File: src/rtl/mips32_prog_loader.sv
// Streams a program image into MIPS32 instruction memory over valid/ready, appends an HLT
// terminator if the image lacks one, then releases the core and waits for it to halt.
module mips32_prog_loader #(
    parameter int          ADDR_W   = 10,
    parameter logic [31:0] HLT_WORD = 32'hfc000000
) (
    input  logic              clk1,
    input  logic              rst,
    input  logic              start,
    input  logic              in_valid,
    output logic              in_ready,
    input  logic [31:0]       in_data,
    input  logic              in_last,
    output logic              mem_we,
    output logic [ADDR_W-1:0] mem_addr,
    output logic [31:0]       mem_wdata,
    output logic              cpu_run,
    input  logic              halted,
    output logic              busy,
    output logic              done,
    output logic              err_overflow,
    output logic [ADDR_W:0]   word_count
);

    localparam logic [2:0] S_IDLE  = 3'd0;
    localparam logic [2:0] S_LOAD  = 3'd1;
    localparam logic [2:0] S_PAD   = 3'd2;
    localparam logic [2:0] S_FLUSH = 3'd3;
    localparam logic [2:0] S_RUN   = 3'd4;
    localparam logic [2:0] S_DONE  = 3'd5;
    localparam logic [2:0] S_ERR   = 3'd6;

    localparam logic [5:0]        HLT_OP  = 6'b111111;
    localparam logic [ADDR_W-1:0] PTR_MAX = {ADDR_W{1'b1}};
    localparam logic [ADDR_W-1:0] PTR_ONE = {{(ADDR_W-1){1'b0}}, 1'b1};
    localparam logic [ADDR_W:0]   CNT_ONE = {{ADDR_W{1'b0}}, 1'b1};

    logic [2:0]        state_q, state_d;
    logic [ADDR_W-1:0] ptr_q, ptr_d;
    logic [ADDR_W:0]   count_q, count_d;
    logic              we_q, we_d;
    logic [ADDR_W-1:0] addr_q, addr_d;
    logic [31:0]       wdata_q, wdata_d;
    logic              in_ready_q, in_ready_d;
    logic              cpu_run_q, cpu_run_d;
    logic              busy_q, busy_d;
    logic              done_q, done_d;
    logic              err_q, err_d;
    logic              xfer_s;

    assign xfer_s = in_valid && in_ready_q;

    // Next-state, write-port and status decode.
    always_comb begin
        state_d = state_q;
        ptr_d   = ptr_q;
        count_d = count_q;
        we_d    = 1'b0;
        addr_d  = addr_q;
        wdata_d = wdata_q;
        case (state_q)
            S_IDLE, S_DONE, S_ERR: begin
                if (start) begin
                    state_d = S_LOAD;
                    ptr_d   = {ADDR_W{1'b0}};
                    count_d = {(ADDR_W+1){1'b0}};
                end else begin
                    state_d = state_q;
                end
            end
            S_LOAD: begin
                if (xfer_s) begin
                    we_d    = 1'b1;
                    addr_d  = ptr_q;
                    wdata_d = in_data;
                    ptr_d   = ptr_q + PTR_ONE;
                    count_d = count_q + CNT_ONE;
                    // An HLT-terminated image fits even in the very last word.
                    if (in_last && (in_data[31:26] == HLT_OP)) begin
                        state_d = S_FLUSH;
                    end else if (ptr_q == PTR_MAX) begin
                        state_d = S_ERR;
                    end else if (in_last) begin
                        state_d = S_PAD;
                    end else begin
                        state_d = S_LOAD;
                    end
                end else begin
                    state_d = S_LOAD;
                end
            end
            S_PAD: begin
                we_d    = 1'b1;
                addr_d  = ptr_q;
                wdata_d = HLT_WORD;
                count_d = count_q + CNT_ONE;
                state_d = S_FLUSH;
            end
            S_FLUSH: state_d = S_RUN;
            S_RUN: begin
                if (halted) begin
                    state_d = S_DONE;
                end else begin
                    state_d = S_RUN;
                end
            end
            default: state_d = S_IDLE;
        endcase
        in_ready_d = (state_d == S_LOAD);
        cpu_run_d  = (state_d == S_RUN);
        busy_d     = (state_d == S_LOAD) || (state_d == S_PAD) ||
                     (state_d == S_FLUSH) || (state_d == S_RUN);
        done_d     = (state_d == S_DONE);
        err_d      = (state_d == S_ERR);
    end

    // State and registered outputs; reset drops every output immediately.
    always_ff @(posedge clk1 or posedge rst) begin
        if (rst) begin
            state_q    <= S_IDLE;
            ptr_q      <= {ADDR_W{1'b0}};
            count_q    <= {(ADDR_W+1){1'b0}};
            we_q       <= 1'b0;
            addr_q     <= {ADDR_W{1'b0}};
            wdata_q    <= 32'h0000_0000;
            in_ready_q <= 1'b0;
            cpu_run_q  <= 1'b0;
            busy_q     <= 1'b0;
            done_q     <= 1'b0;
            err_q      <= 1'b0;
        end else begin
            state_q    <= state_d;
            ptr_q      <= ptr_d;
            count_q    <= count_d;
            we_q       <= we_d;
            addr_q     <= addr_d;
            wdata_q    <= wdata_d;
            in_ready_q <= in_ready_d;
            cpu_run_q  <= cpu_run_d;
            busy_q     <= busy_d;
            done_q     <= done_d;
            err_q      <= err_d;
        end
    end

    assign in_ready     = in_ready_q;
    assign mem_we       = we_q;
    assign mem_addr     = addr_q;
    assign mem_wdata    = wdata_q;
    assign cpu_run      = cpu_run_q;
    assign busy         = busy_q;
    assign done         = done_q;
    assign err_overflow = err_q;
    assign word_count   = count_q;

endmodule

File: config.mk
export PLATFORM = sky130hd
export DESIGN_NAME = mips32_prog_loader
export DESIGN_NICKNAME = d
export VERILOG_FILES = /design/src/rtl/mips32_prog_loader.sv
export SDC_FILE = /design/constraint.sdc
export NUM_CORES = 1
export LEC_CHECK = 0
export ABC_AREA = 0
export BUFFER_PORTS_ARGS = -buffer_cell sky130_fd_sc_hd__buf_2
export CAP_MARGIN = 10
export CORE_MARGIN = 2
export CORE_UTILIZATION = 51
export CTS_CLUSTER_DIAMETER = 120
export DETAILED_ROUTE_END_ITERATION = 6
export HOLD_SLACK_MARGIN = 0.03
export PLACE_DENSITY = 0.8
export SYNTH_ARGS = -nofsm -noshare
export SYNTH_HDL_FRONTEND = slang
export SYNTH_SLANG_ARGS = --single-unit
File: constraint.sdc
create_clock -name clk1 -period 2.6 [get_ports clk1]
set_clock_uncertainty 0.2 [all_clocks]
set_input_delay 0 -clock clk1 [delete_from_list [all_inputs] [get_ports clk1]]
set_output_delay 0 -clock clk1 [all_outputs]
set_load 0.03 [all_outputs]
==> results.sh <==
export IMPL_setup_violations=0
export IMPL_antenna_found_initial=0
export IMPL_drv_slew=0
export IMPL_synth_cell_type_count=45
export IMPL_timing_hold_violations_final=0
export IMPL_yosysWarningCount=0
export IMPL_first_global_vias=2660
export IMPL_grt_usage_pct=24.9
export IMPL_drc=0
export IMPL_drt_iter0_markers=134
export IMPL_drv_cap=0
export IMPL_leakage_nw=2.18
export IMPL_max_freq_ghz=0.447
export IMPL_cts_buffers=9
export IMPL_vias=2750
export IMPL_r2r_start="state_q[2]"
export IMPL_ios=97
export IMPL_synth_area_um2=3140
export IMPL_required_ns=2.65
export IMPL_multi_input_comb_area_um2=1210
export IMPL_synth_edf_count=0
export IMPL_power_density_nw_per_um2=1110
export IMPL_drt_first_pass_iters=5
export IMPL_wirelength_mm=7.96
export IMPL_ctsHoldBuffers=35
export IMPL_grt_max_degree=43
export IMPL_cts_resized=0
export IMPL_place_area_um2=3660
export IMPL_tightest_slew_ns=0.876
export IMPL_dieWidth_um=82.4
export IMPL_crit_start="state_q[2]"
export IMPL_synth_avg_cell_area_um2=10.9
export IMPL_cts_htree_levels=3
export IMPL_cp_end_kind="register"
export IMPL_grt_pass1_wl_mm=12.5
export IMPL_crit_path_max_fanout=19
export IMPL_ff_latch_area_um2=1800
export IMPL_crit_arrival_ns=2.29
export IMPL_rrSetupSlack_ns=0.36
export IMPL_ant_nets=0
export IMPL_cts_tree="built"
export IMPL_die_h_um=82.4
export IMPL_core_area_um2=5920
export IMPL_place_hpwl_mm=5.00
export IMPL_ir_worst_vdd_uv=661
export IMPL_initial_core_util_pct=53.0
export IMPL_gp_congestion=0.829
export IMPL_fin_util_pct=71.5
export IMPL_overflow=0
export IMPL_finalNetCount=458
export IMPL_crit_type="reg2reg"
export IMPL_critPathLaunchType="register"
export IMPL_fin_crit_ns=2.24
export IMPL_syn_inst=287
export IMPL_yosysSeqAreaShare_pct=57.5
export IMPL_rsz0062_at_grt="no"
export IMPL_design_area_um2=4230
export IMPL_slew_headroom_pct=41.5
export IMPL_area_delta_synth_final_pct=35.0
export IMPL_wl_per_cell_um=16.0
export IMPL_nFillCells=439
export IMPL_cts_sinks=72
export IMPL_worstHoldStart="in_valid"
export IMPL_rows=28
export IMPL_vias_per_cell=5.52
export IMPL_holdCritPathClass="in2reg"
export IMPL_synth_seq_cells=72
export IMPL_dieArea_um2=6790
export IMPL_fin_crit_sh_pct=86.1
export IMPL_port_buffers=96
export IMPL_ys_flop_type="dfrtp_1"
export IMPL_setup_tns_ns=0
export IMPL_clkTransAtPathRegs_ns=0.07
export IMPL_antennaDiodeCount=0
export IMPL_async_reset_ff_share_pct=100
export IMPL_clkLatencyLatePin_ns=0.34
export IMPL_syn_nets=327
export IMPL_status="completed"
export IMPL_cts_root_buf="clkbuf_8"
export IMPL_clk_path_buf_depth=2
export IMPL_drive_gt1_share_pct=29.8
export IMPL_post_cts_buffers=0
==> critical path, cell delays in order (launching register included) <==
cell and delay (ns):
dfrtp_1 0.52, nor2_1 0.25, nand4_2 0.44, o31a_1 0.52
nor3_1 0.22
==> per-layer routing <==
| layer | wire, um | vias up | GRT usage [%] |
|---|---|---|---|
| met5 | 0 | - | 0 |
| li1 | - | 1300 | - |
| met4 | 181 | 0 | 10.2 |
| met2 | 4030 | 93 | 40.3 |
| met1 | 3370 | 1341 | 32.3 |
| met3 | 373 | 16 | 5.54 |
==> worst paths after layout <==
kind / end / cells after the start
setup / recovery: err_overflow / 4
hold / removal: state_q[0] / 4
setup reg to reg: err_overflow / 4
hold reg to reg: mem_addr[3] / 2
max in group asynchronous: word_count[10] / 4
min in group asynchronous: mem_wdata[25] / 3
==> layout by cell type, fill, tap and decap left out, drive strengths merged, types with 2 or more instances in the layout <==
master,count
dfrtp,72
clkbuf,11
nand4,9
inv,5
a21oi,7
or4,5
ha,2
buf,103
o211ai,6
xor2,6
a31oi,2
clkinvlp,2
o21ai,13
a22o,27
and4,5
dlygate4sd3,35
nand2,44
nor2b,2
bufinv,2
nor2,16
nand2b,5
o22a,6
and3,6
nand3,6
a21o,3
and2,4
nor3,3
==> area by class of cell <==
class | count | share of cell area, %
flip-flops and latches | 72 | 42.6
well taps | 75 | 2.22
repair buffers | 138 | 20.9
inverters | 5 | 0.443
clock inverters | 5 | 1.89
clock buffers | 11 | 3.34
multi-input cells | 192 | 28.7
==> metrics by stage <==
step	setup slack (ns)	total power (W)	std cells	hold WS (ns)
finish	0.362	0.00471	498	0.0397
global route	0.208	0.00499	498	0.146
CTS	0.363	0.00471	498	0.0407
detailed placement	0.388	0.00368	447	0.0221
global placement	0.496	0.00363	447	0.0149
floorplan	0.575	0.00316	287	-0.0740
==> sequential cells by signal, summed over array words and instances, names as in the netlist, 3 cells and up <==
| name | cells |
|---|---|
| mem_wdata | 32 |
| word_count | 11 |
| mem_addr | 10 |
| state_q | 3 |
| ptr_q | 10 |
==> cell usage after synthesis, types with 3 or more instances <==
master    number  share of area (%)
nand3_1        6               0.96
and2_1         4               0.80
clkbuf_1       5               0.60
nor3_1         3               0.48
and4_1         4                1.1
a21oi_1        6               0.96
nand2b_1       5                1.0
nand4_1        8                1.6
a21o_1         3               0.72
o211ai_1       6                1.4
o22a_1         6                1.7
o21ai_0       11                1.8
nand2_1       44                5.3
xor2_1         6                1.7
inv_1          5               0.60
nor2_1        16                1.9
or4_1          5                1.2
dfrtp_1       72                 57
and3_1         6                1.2
a22o_1        27                7.5
buf_2          9                1.4
==> cells by family after synthesis <==
kind of cell,Yosys count,synth area share [%]
buffers and inverters,23,3.83
AOI/OAI and AO/OA,73,17.7
muxes,2,0.678
xor gates and xnor gates,7,1.96
and+or+nand+nor,108,17.6
DFF,72,57.5
adders and majority gates,2,0.798
==> report_power, final <==
group	internal (W)	switching, W
Combinational	0.000709	0.00130
Clock	0.000565	0.000411
Sequential	0.00146	0.000262
Total	0.00273	0.00197
Power figures use the tool's default switching activity.
